<file path="config.mk">
export PLATFORM = sky130hd
export DESIGN_NAME = conv_window_mac_flat
export DESIGN_NICKNAME = d
export VERILOG_FILES = /design/src/rtl/conv_window_mac_if.sv /design/src/rtl/conv_window_mac.sv /design/src/flat_wrapper.sv
export SDC_FILE = /design/constraint.sdc
export NUM_CORES = 1
export LEC_CHECK = 0
export CORE_MARGIN = 4
export CORE_UTILIZATION = 25
export CTS_CLUSTER_DIAMETER = 80
export DETAILED_ROUTE_END_ITERATION = 7
export PLACE_DENSITY = 0.41
export SKIP_CTS_REPAIR_TIMING = 1
export SKIP_LAST_GASP = 1
export SYNTH_ARGS = -nofsm -noshare
export SYNTH_HDL_FRONTEND = slang
export SYNTH_SLANG_ARGS = --single-unit
</file>
<file path="constraint.sdc">
create_clock -name clk -period 3.1 [get_ports clk]
set_input_delay 0.62 -clock clk [delete_from_list [all_inputs] [get_ports clk]]
set_output_delay 0.62 -clock clk [all_outputs]
set_load 0.02 [all_outputs]
</file>
<file path="src/rtl/conv_window_mac_if.sv">
// ============================================================================
// conv_window_mac_if : start/memory/result bundle for conv_window_mac
// Rev 1.0 - initial release
// ============================================================================
`default_nettype none

interface conv_window_mac_if #(
   parameter int ACC_W = 32
);
   logic             i_start;
   logic [31:0]      i_base_addr;
   logic [5:0]       i_ker_base;
   logic [31:0]      o_addr_pic;
   logic [5:0]       o_addr_ker;
   logic [7:0]       i_read_pic;
   logic [15:0]      i_read_ker;
   logic [ACC_W-1:0] o_result;
   logic             o_valid;
   logic             i_ready;
   logic             o_busy;

   modport slave (
      input  i_start, i_base_addr, i_ker_base, i_read_pic, i_read_ker, i_ready,
      output o_addr_pic, o_addr_ker, o_result, o_valid, o_busy
   );

   modport master (
      output i_start, i_base_addr, i_ker_base, i_read_pic, i_read_ker, i_ready,
      input  o_addr_pic, o_addr_ker, o_result, o_valid, o_busy
   );
endinterface

`default_nettype wire

</file>
<file path="src/rtl/conv_window_mac.sv">
// ============================================================================
// conv_window_mac : KSIZE x KSIZE window multiply-accumulate, one result per window
// Optional macro CONV_SAT_EN: Q.FRAC shift and [0,255] clamp of the result.
// Rev 1.0 - initial release
// ============================================================================
`default_nettype none

module conv_window_mac #(
   parameter int KSIZE = 3,
   parameter int IMG_W = 640,
   parameter int ACC_W = 32,
   parameter int FRAC  = 8
) (
   input  wire logic         clk,
   input  wire logic         rst_n,
   conv_window_mac_if.slave  bus
);

   typedef enum logic [1:0] {
      S_IDLE  = 2'd0,
      S_RUN   = 2'd1,
      S_DRAIN = 2'd2,
      S_DONE  = 2'd3
   } state_t;

   localparam logic [5:0]  c_LAST_TAP = 6'(KSIZE*KSIZE-1);
   localparam logic [2:0]  c_COL_LAST = 3'(KSIZE-1);
   localparam logic [31:0] c_ROW_STEP = 32'(IMG_W-KSIZE+1);

   if ((KSIZE*KSIZE > 64) || (KSIZE > 8) || (ACC_W < 26) || (FRAC < 0) || (FRAC >= ACC_W)) begin : g_param_illegal
   end

   state_t                  r_state;
   state_t                  w_state_nxt;
   logic [31:0]             r_addr_pic;
   logic [5:0]              r_addr_ker;
   logic [5:0]              r_tap;
   logic [2:0]              r_col;
   logic signed [ACC_W-1:0] r_acc;
   logic signed [ACC_W-1:0] r_prod;
   logic [ACC_W-1:0]        r_result;

   logic                    w_accept;
   logic                    w_last;
   logic signed [24:0]      w_prod;
   logic signed [ACC_W-1:0] w_sum;
   logic [ACC_W-1:0]        w_result_nxt;

   // DONE only re-accepts START in the same cycle the result is taken
   assign w_accept = bus.i_start && ((r_state == S_IDLE) ||
                                     ((r_state == S_DONE) && bus.i_ready));
   assign w_last   = (r_tap == c_LAST_TAP);
   assign w_prod   = $signed({1'b0, bus.i_read_pic}) * $signed(bus.i_read_ker);
   assign w_sum    = r_acc + r_prod;

`ifdef CONV_SAT_EN
   logic signed [ACC_W-1:0] w_shift;
   logic [7:0]              w_clamp;

   assign w_shift = w_sum >>> FRAC;

   always_comb begin
      w_clamp = w_shift[7:0];
      if (w_shift[ACC_W-1]) begin
         w_clamp = 8'd0;
      end else if (|w_shift[ACC_W-2:8]) begin
         w_clamp = 8'hFF;
      end
   end

   assign w_result_nxt = {{(ACC_W-8){1'b0}}, w_clamp};
`else
   assign w_result_nxt = w_sum;
`endif

   always_ff @(posedge clk or negedge rst_n) begin
      if (!rst_n) begin
         r_state <= S_IDLE;
      end else begin
         r_state <= w_state_nxt;
      end
   end

   always_comb begin
      w_state_nxt = r_state;
      case (r_state)
         S_IDLE:  if (w_accept) w_state_nxt = S_RUN;
         S_RUN:   if (w_last)   w_state_nxt = S_DRAIN;
         S_DRAIN:               w_state_nxt = S_DONE;
         S_DONE:  if (bus.i_ready) w_state_nxt = w_accept ? S_RUN : S_IDLE;
         default:               w_state_nxt = S_IDLE;
      endcase
   end

   always_ff @(posedge clk or negedge rst_n) begin
      if (!rst_n) begin
         r_addr_pic <= '0;
         r_addr_ker <= '0;
         r_tap      <= '0;
         r_col      <= '0;
         r_acc      <= '0;
         r_prod     <= '0;
         r_result   <= '0;
      end else if (w_accept) begin
         r_addr_pic <= bus.i_base_addr;
         r_addr_ker <= bus.i_ker_base;
         r_tap      <= '0;
         r_col      <= '0;
         r_acc      <= '0;
         r_prod     <= '0;
      end else if (r_state == S_RUN) begin
         r_prod <= {{(ACC_W-25){w_prod[24]}}, w_prod};
         r_acc  <= w_sum;
         // Addresses stop on the last tap so they hold through DRAIN/DONE/IDLE
         if (!w_last) begin
            r_tap      <= r_tap + 6'd1;
            r_addr_ker <= r_addr_ker + 6'd1;
            if (r_col == c_COL_LAST) begin
               r_col      <= '0;
               r_addr_pic <= r_addr_pic + c_ROW_STEP;
            end else begin
               r_col      <= r_col + 3'd1;
               r_addr_pic <= r_addr_pic + 32'd1;
            end
         end
      end else if (r_state == S_DRAIN) begin
         r_acc    <= w_sum;
         r_prod   <= '0;
         r_result <= w_result_nxt;
      end
   end

   assign bus.o_addr_pic = r_addr_pic;
   assign bus.o_addr_ker = r_addr_ker;
   assign bus.o_result   = r_result;
   assign bus.o_valid    = (r_state == S_DONE);
   assign bus.o_busy     = (r_state != S_IDLE);

endmodule

`default_nettype wire

</file>
<file path="src/flat_wrapper.sv">
// flat-port wrapper written by rule: the top's interface ports become plain ports
module conv_window_mac_flat 
#(
   parameter int KSIZE = 3,
   parameter int IMG_W = 640,
   parameter int ACC_W = 32,
   parameter int FRAC  = 8
)
  (clk, rst_n, bus_i_start, bus_i_base_addr, bus_i_ker_base, bus_i_read_pic, bus_i_read_ker, bus_i_ready, bus_o_addr_pic, bus_o_addr_ker, bus_o_result, bus_o_valid, bus_o_busy);
  conv_window_mac_if #(.ACC_W(ACC_W)) bus_i ();
  input  wire logic clk;
  input  wire logic rst_n;
  input wire logic [$bits(bus_i.i_start)-1:0] bus_i_start;
  input wire logic [$bits(bus_i.i_base_addr)-1:0] bus_i_base_addr;
  input wire logic [$bits(bus_i.i_ker_base)-1:0] bus_i_ker_base;
  input wire logic [$bits(bus_i.i_read_pic)-1:0] bus_i_read_pic;
  input wire logic [$bits(bus_i.i_read_ker)-1:0] bus_i_read_ker;
  input wire logic [$bits(bus_i.i_ready)-1:0] bus_i_ready;
  output wire logic [$bits(bus_i.o_addr_pic)-1:0] bus_o_addr_pic;
  output wire logic [$bits(bus_i.o_addr_ker)-1:0] bus_o_addr_ker;
  output wire logic [$bits(bus_i.o_result)-1:0] bus_o_result;
  output wire logic [$bits(bus_i.o_valid)-1:0] bus_o_valid;
  output wire logic [$bits(bus_i.o_busy)-1:0] bus_o_busy;
  assign bus_i.i_start = bus_i_start;
  assign bus_i.i_base_addr = bus_i_base_addr;
  assign bus_i.i_ker_base = bus_i_ker_base;
  assign bus_i.i_read_pic = bus_i_read_pic;
  assign bus_i.i_read_ker = bus_i_read_ker;
  assign bus_i.i_ready = bus_i_ready;
  assign bus_o_addr_pic = bus_i.o_addr_pic;
  assign bus_o_addr_ker = bus_i.o_addr_ker;
  assign bus_o_result = bus_i.o_result;
  assign bus_o_valid = bus_i.o_valid;
  assign bus_o_busy = bus_i.o_busy;
  conv_window_mac #(.KSIZE(KSIZE), .IMG_W(IMG_W), .ACC_W(ACC_W), .FRAC(FRAC)) u_core (.clk(clk), .rst_n(rst_n), .bus(bus_i));
endmodule
</file>
==> run_results.csv <==
group,metric,value,unit
global_route,grt_overflow,0,
floorplanning,ioPinCount,138,
global_route,grtUsageTotal,12.5,%
layout,final_cell_count_no_fill,2264,
outcome,violations,"negative setup slack",
worst_setup_path,startpoint_type,"primary input",
drt,vias,9803,
floorplanning,die_h,231,microns
clocking,cts_root_buffer,"clkbuf_16",
worst_setup_path,critical_path_class,"in2reg",
sta,worst_slew_margin_rel,45.6,%
power,powerDensity,966,nW/um^2
sta,hold_slack,0.207,ns
layout,antenna_cells,0,
worst_setup_path,rrSetupSlack,0.21,ns
clocking,clock_sinks,138,
synth,synth-edff-count,0,
global_route,grt_pass1_vias,10469,
sta,finalMaxSlewViolations,0,
placement,gp_congestion,0.803,
sta,period_share,157,%
worst_setup_path,cp-end-kind,"register",
floorplanning,die_x,231,microns
synth,syn_area,12400,sq um
drt,wl_per_cell,14.6,microns
worst_setup_path,reg2reg_from,"u_core.r_prod[0]$_DFFE_PN0P_",
clocking,cts_buffer_depth,2,
placement,dpl.hpwl,26200,microns
global_route,grt_start_max_net_pins,75,
synth,ys_seq_elements,138,
placement,place_inst,2218,
worst_setup_path,crit_fanout,8,
synth,synth_cell_types,74,
sta,fin_ws,-1.78,ns
synth,synthFlopType,"dfrtp_1",
layout,layout_common_cells,"inv_1 (149), dfrtp_1 (138), nand2_1 (132)",
clocking,cts_tree,"done",
worst_setup_path,reg2reg_to,"u_core.bus.o_result[26]$_DFFE_PN0P_",
layout,drive_gt1_share,19.9,%
placement,port-buffer-count,137,
floorplanning,core_area,49000,sq um
sta,min_period,4.88,ns
synth,yosys_warnings,0,
drt,routed_via_density,4.33,
drt,drt-initial-drc-count,394,
clocking,path_clk_slew,0.06,ns
synth,netlist_instances,1342,
synth,syn-num-nets,1603,
sta,setup_viol,21,
global_route,grt_pass1_wl,54700,microns
layout,area_growth,33.2,%
synth,postSynth.asyncResetShare,100,%
layout,final_common_cell,"inv_1",
sta,skew,0.00712,ns
power,leakage,7.67,nW
layout,utilization,33.8,%
drt,drc_errors,0,
sta,fmax,0.205,GHz
outcome,status,"finished with violations",
sta,worst_pin_slew,0.816,ns
layout,fin_nets,1848,
floorplanning,fp.dieArea,53200,sq um
drt,antenna_left,0,
global_route,grt_antenna_before_repair,0,
clocking,cts_made_buffers,17,
floorplanning,start_util,25.3,%
sta,hold_viol_final,0,
job,cap_violations,0,
placement,dp_slack,-2.61,ns
sta,fin_tns_setup,-24.44,ns
worst_setup_path,critical_path_arrival,5.25,ns
worst_setup_path,cp.required,3.47,ns
clocking,insertion_delay,0.43,ns
power,vdd_ir_drop_max,469,uV
drt,wirelength,32900,microns
sta,rsz0062_at_grt,"true",
worst_hold_path,hold_class,"in2async",
synth,ys_seq_area_share,27.8,%
floorplanning,row_count,81,
worst_setup_path,r2r_cells,10,
synth,synth_area_per_cell,9.24,sq um
clocking,htree_levels,4,
drt,drt_pass1_iterations,4,
-- sequential cells by signal, summed over array words and instances, names as in the netlist --
register               flops
u_core.bus.o_addr_ker      6
u_core.r_acc              32
u_core.r_tap               6
u_core.r_prod             25
u_core.r_col               3
u_core.bus.o_addr_pic     32
u_core.r_state             2
u_core.bus.o_result       32
-- Yosys cell counts, types with 5 or more instances --
master | n | area (sq um)
xor2_1 | 46 | 403
o21ai_1 | 9 | 45.0
nor3_1 | 14 | 70.1
a21oi_1 | 55 | 275
nand4_1 | 11 | 68.8
nor3b_1 | 8 | 60.1
and3_1 | 10 | 62.6
a211oi_1 | 14 | 105
mux2i_1 | 19 | 190
a21o_1 | 18 | 135
mux2_2 | 26 | 293
o21ai_0 | 65 | 325
nor2_1 | 80 | 300
nand2b_1 | 13 | 81.3
inv_1 | 167 | 627
nor4_1 | 5 | 31.3
a31o_2 | 8 | 70.1
clkbuf_1 | 40 | 150
dfrtp_1 | 138 | 3450
ha_1 | 92 | 1150
fa_1 | 103 | 2060
nor2b_1 | 8 | 50.1
nand2_1 | 144 | 541
o21a_1 | 8 | 60.1
a31oi_1 | 11 | 68.8
nand3_1 | 31 | 155
or3_1 | 7 | 43.8
o31ai_1 | 7 | 52.6
xnor2_1 | 44 | 385
and2_1 | 77 | 482
-- cells by family (layout without fill, tap and decap cells) --
kind of cell,Yosys count,after routing,synth area share [%]
AOI/OAI and AO/OA,235,235,12.3
xor gates and xnor gates,91,91,6.55
adders and majority gates,195,195,25.9
buffers and inverters,214,472,6.53
DFF,138,138,27.8
muxes,45,45,3.89
and+or+nand+nor,424,424,17.0
-- through the flow --
step	area, sq um	power [W]
2_1_floorplan	12700	0.00973
3_3_place_gp	15500	0.0135
3_5_place_dp	15500	0.0135
4_1_cts	16100	0.0157
5_1_grt	16500	0.0175
6_report	16500	0.0160
-- worst max-delay path: stages --
cell       delay [ns]
buf_6            0.09
buf_6            0.13
and2_4           0.14
fa_2             0.56
fa_1             0.42
fa_1             0.51
inv_2            0.04
fa_1             0.51
inv_2            0.05
ha_4             0.21
a21o_1           0.18
a21o_1           0.19
or3_4            0.39
a221o_1          0.36
o2111ai_2        0.18
nand4b_1         0.17
or3_1            0.40
nand3_1          0.08
-- worst max-delay path by stage --
stage | startpoint | endpoint | slack (ns) | cells after the start
3_5_place_dp | bus_i_read_ker[10] | u_core.r_prod[30]$_DFFE_PN0P_ | -2.61 | 18
6_report | bus_i_read_pic[5] | u_core.r_prod[30]$_DFFE_PN0P_ | -1.78 | 18
4_1_cts | bus_i_read_ker[10] | u_core.r_prod[30]$_DFFE_PN0P_ | -2.15 | 18
2_1_floorplan | bus_i_read_pic[3] | u_core.r_prod[30]$_DFFE_PN0P_ | -1.83 | 17
3_3_place_gp | bus_i_read_ker[9] | u_core.r_prod[30]$_DFFE_PN0P_ | -2.54 | 18
5_1_grt | bus_i_read_pic[0] | u_core.r_prod[30]$_DFFE_PN0P_ | -1.93 | 19
-- layout make-up --
cell class              instances  area, sq um
fillers                      5083        32400
multi-input cells             990         8550
flip-flops and latches        138         3450
repair buffers                273         2450
well taps                     664          831
inverters                     167          627
clock buffers                  21          460
clock inverters                11          145
-- routing by layer --
layer | GRT usage (%) | vias to the layer above | part of all wire [%]
met1 | 17.2 | 4720 | 49
met3 | 1.81 | 26 | 2.6
met2 | 20.7 | 126 | 47
li1 | - | 4931 | -
met4 | 3.51 | 0 | 1.6
met5 | 0 | - | 0
-- power breakdown --
part	internal (W)	switching (W)
clock network	0.00130	0.000810
logic	0.00511	0.00553
registers	0.00255	0.000649
total	0.00896	0.00699
No activity file was read; power rests on OpenSTA's default activity.
==> RTL change 1, RTL diff (same settings) <==
`ACC_W` is set to 32 in 3 places; all go to 48.
--- a/src/rtl/conv_window_mac_if.sv
+++ b/src/rtl/conv_window_mac_if.sv
@@ -7,3 +7,3 @@
 interface conv_window_mac_if #(
-   parameter int ACC_W = 32
+   parameter int ACC_W = 48
 );
--- a/src/rtl/conv_window_mac.sv
+++ b/src/rtl/conv_window_mac.sv
@@ -10,3 +10,3 @@
    parameter int IMG_W = 640,
-   parameter int ACC_W = 32,
+   parameter int ACC_W = 48,
    parameter int FRAC  = 8
--- a/src/flat_wrapper.sv
+++ b/src/flat_wrapper.sv
@@ -5,3 +5,3 @@
    parameter int IMG_W = 640,
-   parameter int ACC_W = 32,
+   parameter int ACC_W = 48,
    parameter int FRAC  = 8
Interface: changed (resized bus_o_result); port bits go from 138 to 154. The function was not compared with the original's and may differ.
==> RTL change 1 against the unedited design <==
The flow still finishes with violations (negative setup slack). Largest cell class unchanged. Sequential power up 17%. Wire length up 31%. Sequential cell count up 32. Register-to-register slack got worse by 0.22 ns. Via count grew 27%. Area after synthesis rose by 19%. Utilization grew 1.2 points. Total power is 19% higher. Die area is 19% higher. Design area is 23% higher. Hold slack got worse by 0.056 ns. Setup slack better by 0.23 ns. Highest routed layer unchanged.
==> RTL change 1: results (changes against the unedited design) <==
stage,metric,value,unit,change
place,dp_hpwl,34000,microns,+30%
setup_path,cp_data_arrival_time,4.96,ns,-0.29 ns
place,place_ws,-2.59,ns,+0.0198 ns
synth,synthTopCellsByCount,"inv_1 (181), nand2_1 (181), dfrtp_1 (170)",,
synth,synthTopCellsByArea,"dfrtp_1 (29%), fa_1 (14%), ha_1 (9.1%), inv_1 (4.6%), nand2_1 (4.6%)",,
grt,grt_pass1_vias,12883,,+23%
power,ir_drop,0.539,mV,+15%
power,p_leak,9.48,nW,+24%
status,violations,negative setup slack,,
place,gp_congestion,0.820,,+2.2%
detailed_routing,drt_pass1_iterations,5,,+1
detailed_routing,drt-total-wl,43200,microns,+31%
synth,synth.yosys.seq_area_share,28.8,%,+0.92 points
detailed_routing,drt_iter0_markers,527,,+34%
status,status,"finished, violations left",,
clocking,path_clk_slew,0.07,ns,
place,port_buffers,153,,+12%
grt,grt_pass1_wl,70000,microns,+28%
setup_path,cp_max_fo,4,,-4
sta,worst_slew_pin_slew,0.653,ns,-0.163 ns
sta,skew,0.0103,ns,+0.00322 ns
synth,syn-num-nets,1920,,+20%
grt,grt_max_degree,62,,-17%
sta,setup_viol,21,,unchanged
layout,fillers,6057,,+19%
sta,finalSetupTns,-21.10,ns,+3.34 ns
layout,fin_nets,2259,,+22%
layout,drive_above_1_share,24.4,%,+4.5 points
detailed_routing,viasPerCell,4.51,,+4.2%
sta,layout_setup_ws,-1.55,ns,+0.225 ns
RTL change 1: path summary, 6_finish.rpt:
kind	from	to	slack, ns	cells past startpoint
min reg2reg	u_core.bus.o_result[31]	u_core.bus.o_result[31]	0.49	2
max in group asynchronous	rst_n	u_core.r_acc[2]	2.21	2
max	bus_i_read_pic[3]	u_core.r_prod[22]	-1.55	21
max reg2reg	u_core.r_prod[0]	u_core.bus.o_result[32]	-0.01	11
min in group clk	u_core.bus.o_result[31]	u_core.bus.o_result[31]	0.49	2
min	rst_n	u_core.bus.o_addr_pic[15]	0.15	1
RTL change 1: power by group:
group | switching (mW) | internal (mW) | leakage, nW
Sequential | 0.685 | 3.05 | 2.20
Combinational | 6.83 | 6.30 | 6.99
Clock | 0.995 | 1.15 | 0.286
Total | 8.51 | 10.5 | 9.48
RTL change 1: kinds of logic (layout without fill, tap and decap cells):
family / Yosys count / count (layout) / synth area share, %
xor+xnor: 102 / 102 / 6.04
compound gates: 329 / 329 / 14.3
mux: 68 / 68 / 4.92
buf+inv: 240 / 592 / 6.16
simple gates: 523 / 523 / 16.8
fa+ha+maj: 211 / 211 / 23.1
flops: 170 / 170 / 28.8
RTL change 1: area by class of cell:
type / instances / area (sq um) / share of cell area (%)
Clock buffer: 22 / 494 / 2.43
Clock inverter: 10 / 81.3 / 0.400
Inverter: 181 / 684 / 3.37
Multi-Input combinational cell: 1233 / 10400 / 51.4
Sequential cell: 170 / 4250 / 20.9
Tap cell: 765 / 957 / 4.71
Timing Repair Buffer: 379 / 3420 / 16.8
RTL change 1: metrics by stage:
step / std cells / hold slack [ns]
global placement: 2697 / 0.480
floorplan: 1643 / 0.324
CTS: 2729 / 0.173
global route: 2760 / 0.184
detailed placement: 2697 / 0.481
finish: 2760 / 0.151
RTL change 1: metal layers:
layer / vias to the layer above / GRT usage [%] / part of all wire, %
met1: 6029 / 19.4 / 49
met3: 36 / 1.51 / 3.0
li1: 6187 / - / -
met2: 204 / 21.8 / 46
met5: - / 0 / 0
met4: 0 / 3.61 / 1.7
RTL change 1: worst max-delay path: stages:
cell and delay (ns):
buf_6 0.09, buf_6 0.11, buf_6 0.13, and2_1 0.14, fa_1 0.51, fa_1 0.44, fa_1 0.54, inv_1 0.05
fa_1 0.49, inv_2 0.05, ha_4 0.21, buf_4 0.13, o21a_1 0.17, nor2_2 0.16, a211oi_2 0.08, nor2_2 0.21
a2111oi_4 0.11, or3_1 0.37, a21oi_2 0.15, xnor2_1 0.12, o21ai_0 0.09
==> RTL change 2, RTL diff (same flow settings) <==
Made on the original files. The 4 states of `state_t` get a Gray code encoding in 2 bits.
--- a/src/rtl/conv_window_mac.sv
+++ b/src/rtl/conv_window_mac.sv
@@ -19,6 +19,6 @@
    typedef enum logic [1:0] {
-      S_IDLE  = 2'd0,
-      S_RUN   = 2'd1,
-      S_DRAIN = 2'd2,
-      S_DONE  = 2'd3
+      S_IDLE  = 2'b00,
+      S_RUN   = 2'b01,
+      S_DRAIN = 2'b11,
+      S_DONE  = 2'b10
    } state_t;
Function: same outputs for any inputs over 4 cycles, from zero or initial values and one cycle with rst_n low; so few cycles prove little.
==> RTL change 2 against the unedited design <==
The run still ends with negative setup slack left. Sequential cell count did not move. Via count grew 3.6%. Clock skew is 0.0026 ns higher. Clock power up 3%. Setup slack improved by 0.40 ns. Die area is essentially flat. Design area up 0.41%. Count of clock-buffer cells in the layout down 3. Area after synthesis barely moved. Non-clock buffer count is 12 lower. Wire length increased by 9.7%. Total power rose by 22%. Largest cell class unchanged.
==> RTL change 2: results (changes against the unedited design) <==
stage,metric,value,unit,change
place,gp_congestion,0.853,,+6.3%
layout,drive_above_1_share,19.6,%,-0.37 points
detailed_routing,drt_pass1_iterations,4,,unchanged
synth,async_flop_share,100,%,unchanged
setup_path,cp_slowest_cell,fa_1,,
clocking,cts_buffer_depth,2,,unchanged
synth,synthDistinctLibCells,71,,-4.1%
grt,grt_pass1_vias,10563,,+0.90%
sta,layout_setup_ws,-1.38,ns,+0.403 ns
clocking,cts_root_buffer,clkbuf_16,,
place,dp_hpwl,28200,microns,+7.7%
grt,grt_usage,13.4,%,+0.87 points
place,place_ws,-2.31,ns,+0.300 ns
place,dp.cells,2228,,+0.45%
layout,stdcell_count,2276,,+0.53%
layout,fillers,5207,,+2.4%
grt,met3_usage,1.48,%,-0.33 points
synth,synthTopCellsByArea,"dfrtp_1 (28%), fa_1 (17%), ha_1 (8.8%), nand2_1 (5.7%), inv_1 (5.0%)",,
place,port_buffers,137,,unchanged
grt,antenna_found_initial,3,,+3
detailed_routing,antenna_left,0,,unchanged
setup_path,critPathTopFamily,adder cells,,
clocking,numCtsBuffers,17,,unchanged
sta,worst_slew_pin_slew,0.590,ns,-0.225 ns
setup_path,critPathMaxStageDelay,0.57,ns,
synth,synth_largest_area_cell,dfrtp_1,,
clocking,clkLatencyLatePin,0.44,ns,
sta,skew,0.00973,ns,+0.00261 ns
synth,synth.yosys.seq_area_share,27.8,%,about the same
grt,grt_use_met2,21.5,%,+0.73 points
grt,grt_pass1_wl,58200,microns,+6.5%
synth,syn-num-nets,1622,,+1.2%
synth,synthTopCellsByCount,"nand2_1 (190), inv_1 (164), dfrtp_1 (138)",,
layout,fin_nets,1853,,+0.27%
synth,synth_edf_count,0,,unchanged
clocking,htree_levels,4,,unchanged
status,status,"finished, violations left",,
status,violations,negative setup slack,,
detailed_routing,wl_per_cell,15.9,microns,+9.2%
synth,synth_cells,1366,,+1.8%
setup_path,cp_data_arrival_time,4.80,ns,-0.45 ns
sta,finalSetupTns,-20.47,ns,+3.97 ns
detailed_routing,viasPerCell,4.46,,+3.1%
sta,setup_viol,20,,-4.8%
grt,grt_max_degree,58,,-23%
detailed_routing,drt_iter0_markers,347,,-12%
power,p_leak,7.56,nW,-1.4%
grt,use_met1,19.2,%,+2.0 points
power,ir_drop,0.462,mV,-1.5%
worst_hold_path,hold_class,input pin to async pin,,
setup_path,cp_max_fo,8,,unchanged
==> RTL change 2: cell count changes in the layout (fill, tap and decap cells not counted), sizes merged, moves of 6 or more <==
cell	delta
o21ai	+9
buf	-14
nor2	-22
a31o	-6
o211ai	+21
mux2i	-16
a22o	+17
a21oi	+6
nand2	+46
o311ai	+15
xor2	-15
xnor2	-14
==> RTL change 2: kinds of logic (layout without fill, tap and decap cells) <==
family	after synthesis	in the layout	share of synthesized area, %
AOI/OAI and AO/OA	295	295	16.1
xor gates and xnor gates	61	61	4.30
adders and majority gates	190	190	25.4
buffers and inverters	214	458	6.72
DFF	138	138	27.8
muxes	28	28	2.51
other	0	2	0
and+or+nand+nor	440	440	17.2
==> RTL change 2: path summary, 6_finish.rpt <==
path	startpoint	end	slack, ns	cells past startpoint
max	bus_i_read_pic[4]	u_core.r_prod[20]	-1.38	17
max reg2reg	u_core.r_prod[0]	u_core.bus.o_result[14]	0.16	11
min reg2reg	u_core.bus.o_result[27]	u_core.bus.o_result[27]	0.48	2
min	rst_n	u_core.bus.o_addr_pic[11]	0.14	1
max in group asynchronous	rst_n	u_core.r_acc[5]	2.23	2
min in group clk	u_core.bus.o_result[27]	u_core.bus.o_result[27]	0.48	2
==> RTL change 2: power breakdown <==
group          internal, mW  switching, mW  total, mW  leakage (nW)
clock                  1.31          0.861       2.17         0.304
sequential             2.77          0.822       3.60          1.68
combinational          6.28           7.35       13.6          5.57
total                  10.4           9.03       19.4          7.56
==> RTL change 2: final cells by class <==
type | count | area (sq um) | area share, %
clock buffers | 18 | 439 | 2.65
repair buffers | 261 | 2460 | 14.8
clock inverters | 14 | 188 | 1.13
diodes | 2 | 5.00 | 0.0302
flip-flops and latches | 138 | 3450 | 20.8
multi-input cells | 1014 | 8590 | 51.8
well taps | 664 | 831 | 5.01
inverters | 165 | 622 | 3.75
==> RTL change 2: metrics by stage <==
stage	instance area, sq um	util (%)
3_5_place_dp	15500	31.7
5_1_grt	16600	33.8
4_1_cts	16200	33.0
6_report	16600	33.8
3_3_place_gp	15500	31.7
2_1_floorplan	12700	-
==> RTL change 2: per-layer routing <==
metal / vias up / part of all wire [%]
met5: - / 0.036
li1: 5091 / -
met3: 26 / 2.1
met1: 4938 / 49
met2: 99 / 47
met4: 2 / 1.3
